## src/rtl/matrix_mac_engine_if.sv

```systemverilog
// Bundled control, operand-read and result-write signals of matrix_mac_engine.
// The engine connects through the slave modport; the requester and RAMs use the master side.
interface matrix_mac_engine_if #(
    parameter int DATA_W  = 16,
    parameter int C_W     = 32,
    parameter int MAX_DIM = 16
);
    localparam int IDX_W = $clog2(MAX_DIM);

    logic                      start;
    logic                      transpose_b;
    logic        [IDX_W:0]     dim_m;
    logic        [IDX_W:0]     dim_k;
    logic        [IDX_W:0]     dim_n;
    logic                      rd_en;
    logic        [2*IDX_W-1:0] a_addr;
    logic        [2*IDX_W-1:0] b_addr;
    logic signed [DATA_W-1:0]  a_rdata;
    logic signed [DATA_W-1:0]  b_rdata;
    logic                      c_we;
    logic        [2*IDX_W-1:0] c_addr;
    logic signed [C_W-1:0]     c_wdata;
    logic                      busy;
    logic                      done;
    logic                      err;

    modport slave (
        input  start, transpose_b, dim_m, dim_k, dim_n, a_rdata, b_rdata,
        output rd_en, a_addr, b_addr, c_we, c_addr, c_wdata, busy, done, err
    );

    modport master (
        output start, transpose_b, dim_m, dim_k, dim_n, a_rdata, b_rdata,
        input  rd_en, a_addr, b_addr, c_we, c_addr, c_wdata, busy, done, err
    );
endinterface

```

## src/rtl/matrix_mac_engine.sv

```systemverilog
// Matrix multiply-accumulate engine: C = A x B (or A x B^T) over synchronous operand RAM ports.
// Define MATMUL_SATURATE_EN to clamp results to the C_W range instead of truncating them.
module matrix_mac_engine #(
    parameter int DATA_W  = 16,
    parameter int ACC_W   = 40,
    parameter int C_W     = 32,
    parameter int MAX_DIM = 16
) (
    input  logic                  clk,
    input  logic                  reset_n,
    matrix_mac_engine_if.slave    bus
);
    localparam int IDX_W = $clog2(MAX_DIM);
    localparam logic [IDX_W:0]   DIM_MAX = (IDX_W+1)'(MAX_DIM);
    localparam logic [IDX_W:0]   DIM_ONE = (IDX_W+1)'(1);
    localparam logic [IDX_W-1:0] IDX_ONE = IDX_W'(1);

    typedef enum logic [2:0] {
        S_IDLE,
        S_CHECK,
        S_RUN,
        S_DRAIN,
        S_WRITE,
        S_FIN
    } state_t;

    state_t r_state;
    state_t w_next;

    logic        [IDX_W:0]    r_dim_m;
    logic        [IDX_W:0]    r_dim_k;
    logic        [IDX_W:0]    r_dim_n;
    logic                     r_trans;
    logic                     r_err;
    logic        [IDX_W-1:0]  r_i;
    logic        [IDX_W-1:0]  r_j;
    logic        [IDX_W-1:0]  r_k;
    logic                     r_vld_p1;
    logic                     r_first_p1;
    logic signed [ACC_W-1:0]  r_acc;

    logic                     w_dims_bad;
    logic                     w_last_k;
    logic                     w_last_j;
    logic                     w_last_i;
    logic signed [2*DATA_W-1:0] w_a_ext_p1;
    logic signed [2*DATA_W-1:0] w_b_ext_p1;
    logic signed [2*DATA_W-1:0] w_prod_p1;
    logic signed [ACC_W-1:0]    w_prod_ext_p1;

`ifdef MATMUL_SATURATE_EN
    localparam logic signed [ACC_W-1:0] C_MAX = {{(ACC_W-C_W+1){1'b0}}, {(C_W-1){1'b1}}};
    localparam logic signed [ACC_W-1:0] C_MIN = {{(ACC_W-C_W+1){1'b1}}, {(C_W-1){1'b0}}};
`endif

    // Narrow the accumulator to the result width written to the C RAM.
    function automatic logic signed [C_W-1:0] conv(input logic signed [ACC_W-1:0] acc);
`ifdef MATMUL_SATURATE_EN
        if (acc > C_MAX) begin
            conv = C_MAX[C_W-1:0];
        end else if (acc < C_MIN) begin
            conv = C_MIN[C_W-1:0];
        end else begin
            conv = acc[C_W-1:0];
        end
`else
        conv = acc[C_W-1:0];
`endif
    endfunction

    assign w_dims_bad = (r_dim_m == '0) || (r_dim_m > DIM_MAX) ||
                        (r_dim_k == '0) || (r_dim_k > DIM_MAX) ||
                        (r_dim_n == '0) || (r_dim_n > DIM_MAX);

    assign w_last_k = ({1'b0, r_k} == (r_dim_k - DIM_ONE));
    assign w_last_j = ({1'b0, r_j} == (r_dim_n - DIM_ONE));
    assign w_last_i = ({1'b0, r_i} == (r_dim_m - DIM_ONE));

    always_ff @(posedge clk or negedge reset_n) begin
        if (!reset_n) begin
            r_state <= S_IDLE;
        end else begin
            r_state <= w_next;
        end
    end

    always_comb begin
        w_next = r_state;
        case (r_state)
            S_IDLE:  if (bus.start) w_next = S_CHECK;
            S_CHECK: w_next = w_dims_bad ? S_FIN : S_RUN;
            S_RUN:   if (w_last_k) w_next = S_DRAIN;
            S_DRAIN: w_next = S_WRITE;
            S_WRITE: w_next = (w_last_i && w_last_j) ? S_FIN : S_RUN;
            S_FIN:   w_next = S_IDLE;
            default: w_next = S_IDLE;
        endcase
    end

    // Operation registers and the i/j/k walk; k rewinds itself after the last inner read.
    always_ff @(posedge clk or negedge reset_n) begin
        if (!reset_n) begin
            r_dim_m <= '0;
            r_dim_k <= '0;
            r_dim_n <= '0;
            r_trans <= 1'b0;
            r_err   <= 1'b0;
            r_i     <= '0;
            r_j     <= '0;
            r_k     <= '0;
        end else begin
            case (r_state)
                S_IDLE: begin
                    if (bus.start) begin
                        r_dim_m <= bus.dim_m;
                        r_dim_k <= bus.dim_k;
                        r_dim_n <= bus.dim_n;
                        r_trans <= bus.transpose_b;
                        r_err   <= 1'b0;
                    end
                end
                S_CHECK: begin
                    if (w_dims_bad) begin
                        r_err <= 1'b1;
                    end else begin
                        r_i <= '0;
                        r_j <= '0;
                        r_k <= '0;
                    end
                end
                S_RUN: begin
                    r_k <= w_last_k ? '0 : r_k + IDX_ONE;
                end
                S_WRITE: begin
                    if (w_last_j) begin
                        r_j <= '0;
                        r_i <= r_i + IDX_ONE;
                    end else begin
                        r_j <= r_j + IDX_ONE;
                    end
                end
                default: ;
            endcase
        end
    end

    // p0 -> p1: read data returns one cycle after the RUN strobe
    assign w_a_ext_p1    = {{DATA_W{bus.a_rdata[DATA_W-1]}}, bus.a_rdata};
    assign w_b_ext_p1    = {{DATA_W{bus.b_rdata[DATA_W-1]}}, bus.b_rdata};
    assign w_prod_p1     = w_a_ext_p1 * w_b_ext_p1;
    assign w_prod_ext_p1 = {{(ACC_W-2*DATA_W){w_prod_p1[2*DATA_W-1]}}, w_prod_p1};

    always_ff @(posedge clk or negedge reset_n) begin
        if (!reset_n) begin
            r_vld_p1   <= 1'b0;
            r_first_p1 <= 1'b0;
            r_acc      <= '0;
        end else begin
            r_vld_p1   <= (r_state == S_RUN);
            r_first_p1 <= (r_k == '0);
            if (r_vld_p1) begin
                r_acc <= r_first_p1 ? w_prod_ext_p1 : r_acc + w_prod_ext_p1;
            end
        end
    end

    assign bus.rd_en   = (r_state == S_RUN);
    assign bus.a_addr  = {r_i, r_k};
    assign bus.b_addr  = r_trans ? {r_j, r_k} : {r_k, r_j};
    assign bus.c_we    = (r_state == S_WRITE);
    assign bus.c_addr  = {r_i, r_j};
    assign bus.c_wdata = conv(r_acc);
    assign bus.busy    = (r_state == S_CHECK) || (r_state == S_RUN) ||
                         (r_state == S_DRAIN) || (r_state == S_WRITE);
    assign bus.done    = (r_state == S_FIN);
    assign bus.err     = r_err;

endmodule

```

## src/flat_wrapper.sv

```systemverilog
// flat-port wrapper written by rule: the top's interface ports become plain ports
module matrix_mac_engine_flat 
#(
    parameter int DATA_W  = 16,
    parameter int ACC_W   = 40,
    parameter int C_W     = 32,
    parameter int MAX_DIM = 16
)
  (clk, reset_n, bus_start, bus_transpose_b, bus_dim_m, bus_dim_k, bus_dim_n, bus_a_rdata, bus_b_rdata, bus_rd_en, bus_a_addr, bus_b_addr, bus_c_we, bus_c_addr, bus_c_wdata, bus_busy, bus_done, bus_err);
  matrix_mac_engine_if #(.DATA_W(DATA_W), .C_W(C_W), .MAX_DIM(MAX_DIM)) bus_i ();
  input  logic clk;
  input  logic reset_n;
  input wire logic [$bits(bus_i.start)-1:0] bus_start;
  input wire logic [$bits(bus_i.transpose_b)-1:0] bus_transpose_b;
  input wire logic [$bits(bus_i.dim_m)-1:0] bus_dim_m;
  input wire logic [$bits(bus_i.dim_k)-1:0] bus_dim_k;
  input wire logic [$bits(bus_i.dim_n)-1:0] bus_dim_n;
  input wire logic [$bits(bus_i.a_rdata)-1:0] bus_a_rdata;
  input wire logic [$bits(bus_i.b_rdata)-1:0] bus_b_rdata;
  output wire logic [$bits(bus_i.rd_en)-1:0] bus_rd_en;
  output wire logic [$bits(bus_i.a_addr)-1:0] bus_a_addr;
  output wire logic [$bits(bus_i.b_addr)-1:0] bus_b_addr;
  output wire logic [$bits(bus_i.c_we)-1:0] bus_c_we;
  output wire logic [$bits(bus_i.c_addr)-1:0] bus_c_addr;
  output wire logic [$bits(bus_i.c_wdata)-1:0] bus_c_wdata;
  output wire logic [$bits(bus_i.busy)-1:0] bus_busy;
  output wire logic [$bits(bus_i.done)-1:0] bus_done;
  output wire logic [$bits(bus_i.err)-1:0] bus_err;
  assign bus_i.start = bus_start;
  assign bus_i.transpose_b = bus_transpose_b;
  assign bus_i.dim_m = bus_dim_m;
  assign bus_i.dim_k = bus_dim_k;
  assign bus_i.dim_n = bus_dim_n;
  assign bus_i.a_rdata = bus_a_rdata;
  assign bus_i.b_rdata = bus_b_rdata;
  assign bus_rd_en = bus_i.rd_en;
  assign bus_a_addr = bus_i.a_addr;
  assign bus_b_addr = bus_i.b_addr;
  assign bus_c_we = bus_i.c_we;
  assign bus_c_addr = bus_i.c_addr;
  assign bus_c_wdata = bus_i.c_wdata;
  assign bus_busy = bus_i.busy;
  assign bus_done = bus_i.done;
  assign bus_err = bus_i.err;
  matrix_mac_engine #(.DATA_W(DATA_W), .ACC_W(ACC_W), .C_W(C_W), .MAX_DIM(MAX_DIM)) u_core (.clk(clk), .reset_n(reset_n), .bus(bus_i));
endmodule
```

## config.mk

```make
export PLATFORM = sky130hd
export DESIGN_NAME = matrix_mac_engine_flat
export DESIGN_NICKNAME = d
export VERILOG_FILES = /design/src/rtl/matrix_mac_engine_if.sv /design/src/rtl/matrix_mac_engine.sv /design/src/flat_wrapper.sv
export SDC_FILE = /design/constraint.sdc
export NUM_CORES = 1
export LEC_CHECK = 0
export CAP_MARGIN = 10
export CORE_MARGIN = 1
export CORE_UTILIZATION = 56
export DETAILED_ROUTE_END_ITERATION = 7
export GPL_TIMING_DRIVEN = 0
export PLACE_DENSITY = 0.8
export SLEW_MARGIN = 10
export SYNTH_ARGS = -nofsm -noshare
export SYNTH_HDL_FRONTEND = slang
export SYNTH_SLANG_ARGS = --single-unit
export TNS_END_PERCENT = 50
```

## constraint.sdc

```tcl
create_clock -name clk -period 2.7 [get_ports clk]
set_input_delay 0.54 -clock clk [delete_from_list [all_inputs] [get_ports clk]]
set_output_delay 0.54 -clock clk [all_outputs]
set_load 0.005 [all_outputs]
```

==> results.md <==
* Outcome: finished with violations
* Violated checks: negative setup slack
* Max Clock Skew at 9.37 ps
* Largest net degree at the start of global routing at 38
* Die Y at 165 um
* Crit share post-route at 288%
* Vias at 12.8k
* Mean post-synth cell area at 8.91 um^2
* Fraction of layout cells with a size suffix above 1 at 18.6%
* CP required at 2920 ps
* Critical R2R Launch: u_core.r_acc[0]
* Post-route antenna net violation count at 0
* CP endpoint kind: flip-flop
* DRT Pass-1 Iters at 5
* Die ar. at 0.0272 mm^2
* First-pass GRT wire length at 66.7 mm
* Reg area at 0.00165 mm^2
* Met1 usage at 38.5%
* Row Count at 59
* Initial antenna violation count at 0
* HP Class: primary input to async pin
* Setup Viol. Count Final at 29
* Clock Path Buffers at 2
* Clk sinks at 66
* Post-DP HPWL at 30.8 mm
* Initial DRC Count at 847
* Cell mode on critical path: fa_1
* Primary FF master, synth: dfrtp_1
* Busiest grt layer: met2
* Final Core Density at 71.7%
* Ys Warns at 0
* Startpoint Class: primary input
* Yosys cell types at 65
* Sequential area share after synthesis at 11.1%
* Worst Max-Slew Pin Slew at 747 ps
* DP Area at 0.0165 mm^2
* Final worst slack at -5090 ps
* Wire length per cell at 19.3 um
* Vias in the first global route at 13.5k
* Crit-path slowest cell: fa_1
* Htree depth at 3
* Flop-to-flop setup slack at -590 ps
* Setup TNS at -106330 ps
* Filler Cell Count at 1776
* Min cycle time layout at 7790 ps
* Routed WL at 42.7 mm
* WP data arrival at 8010 ps
* Area Overhead vs Synth at 25.8%
* Delay-heaviest family, CP: adder cells
* WP buf/inv at 8
* GR Layer Usage met3 at 6.08%
* Vias per cell at 5.79
* CTS tree: done
* Number of synthesized flops with an enable pin at 0
* CP max stage delay at 560 ps
* Max cap viols at 0
* # nets final at 2307
* Overflow after GRT at 0
* Fmax achieved at 128 MHz
* Post-Syn Area at 0.0149 mm^2
* GRT Total Usage at 31.7%
* Diode count at 0
* Worst-path clk slew at 60 ps
* Reg-to-Reg End: u_core.r_acc[20]
* Synth Register Bits at 66
* DRC errors left at 0
* Final hold viol count at 0
* Unrepaired setup endpoints after global routing: true
* Crit-path max FO at 6
* Cells after Synth at 1667
* Post-synth ARST share at 100%
* GR met2 Demand/Resource at 54.6%
* Gpl congestion at 0.928
* CTS root buf: clkbuf_16
* R2R depth at 12
* Die width at 165 um
* Initial cell density of the core at 57.0%
* Num CTS Buffers at 9
* IO buf count at 111
* I/O pins at 112
* Finished Cell Area at 0.0187 mm^2
* Crit Path Class: primary input to flip-flop
* Worst relative slew slack at 50.2%
* Core Box Area at 0.0261 mm^2
* Footprint of the multi-input gates at 0.0126 mm^2
* Slew Viols, Final at 0
* Clock Latency Late Sink at 350 ps
* Post-synthesis net count at 2103
worst max path at each step:
stage	start	end	cells past startpoint
5_1_grt	bus_a_rdata[4]	u_core.r_acc[31]	34
6_report	bus_b_rdata[5]	u_core.r_acc[31]	33
4_1_cts	bus_b_rdata[5]	u_core.r_acc[31]	32
3_5_place_dp	bus_a_rdata[10]	u_core.r_acc[31]	31
2_1_floorplan	bus_b_rdata[5]	u_core.r_acc[31]	31
3_3_place_gp	bus_a_rdata[0]	u_core.r_acc[31]	32
stage by stage:
stage	hold WS (ps)	cells	setup WS (ps)
after floorplan	244	1667	-5010
after global routing	145	2211	-5340
after detailed placement	500	2114	-6790
after CTS	128	2197	-5010
final	119	2211	-5090
after global placement	521	2113	-6650
layout make-up:
class / instances / share of cell area, %
Buffer: 54 / 3.34
Clock buffer: 10 / 1.28
Clock inverter: 6 / 0.388
Inverter: 328 / 6.63
Multi-Input combinational cell: 1219 / 67.7
Sequential cell: 66 / 8.84
Tap cell: 335 / 2.24
Timing Repair Buffer: 193 / 9.58
placed cells by master (no fill, tap or decap), types with 19 or more instances in the layout:
master	instances
a21o_1	21
a21oi_1	62
and2_1	118
buf_4	83
clkdlybuf4s50_1	78
dfrtp_1	66
fa_1	253
ha_1	80
ha_4	31
inv_1	310
nand2_1	172
nor2_1	84
o21a_1	19
o21ai_0	33
xnor2_1	41
xor2_1	21
layer usage:
metal,wire [um],vias up
met5,0,-
met4,2160,0
met3,3240,182
met2,21600,550
met1,15700,6431
li1,-,5632
cells by family (layout without fill, tap and decap cells):
family,Yosys count,count (layout),share of synthesized area [%]
DFF,66,66,11.1
buffers and inverters,382,591,9.77
AOI/OAI and AO/OA,242,242,10.9
muxes,24,24,1.78
xor gates and xnor gates,78,78,4.60
and+or+nand+nor,490,490,16.1
adders and majority gates,385,385,45.7
timing repair:
action / 4_1_cts / 5_1_grt
buffers inserted: 66 / 14
pin swaps: 118 / 50
endpoints found under the hold margin: 0 / 0
hold buffers: 0 / 0
cloned: 2 / 0
resized for setup: 369 / 75
endpoints found under the setup margin: 31 / 44
sequential cells by signal, summed over array words and instances (netlist names), 3 cells and up:
| register | flops |
|---|---|
| u_core.r_acc | 32 |
| u_core.r_dim_k | 5 |
| u_core.r_dim_m | 5 |
| u_core.r_dim_n | 5 |
| u_core.r_i | 4 |
| u_core.r_j | 4 |
| u_core.r_k | 4 |
| u_core.r_state | 3 |
cell usage after synthesis (all sizes together), types with 5 or more instances:
library cell / instances / share of area, %
mux2i: 5 / 0.34
or3: 6 / 0.25
nand2: 177 / 4.5
xor2: 22 / 1.3
o31ai: 5 / 0.35
o21a: 19 / 0.96
o211ai: 8 / 0.40
inv: 328 / 8.3
mux2: 19 / 1.4
nor3b: 5 / 0.25
nor2b: 11 / 0.46
a31oi: 8 / 0.34
a21oi: 81 / 2.9
nand2b: 18 / 0.76
nor2: 85 / 2.1
clkbuf: 43 / 1.1
buf: 11 / 0.40
dfrtp: 66 / 11
o22ai: 6 / 0.25
fa: 263 / 35
nor3: 18 / 0.64
a211oi: 6 / 0.30
and3: 9 / 0.38
nand3: 19 / 0.64
ha: 122 / 10
o21ai: 52 / 1.8
a21o: 21 / 1.1
xnor2: 56 / 3.3
and2: 126 / 5.3
Power is not shown: default switching activity piles up to over one toggle a cycle in this logic, so the estimate is an artifact.
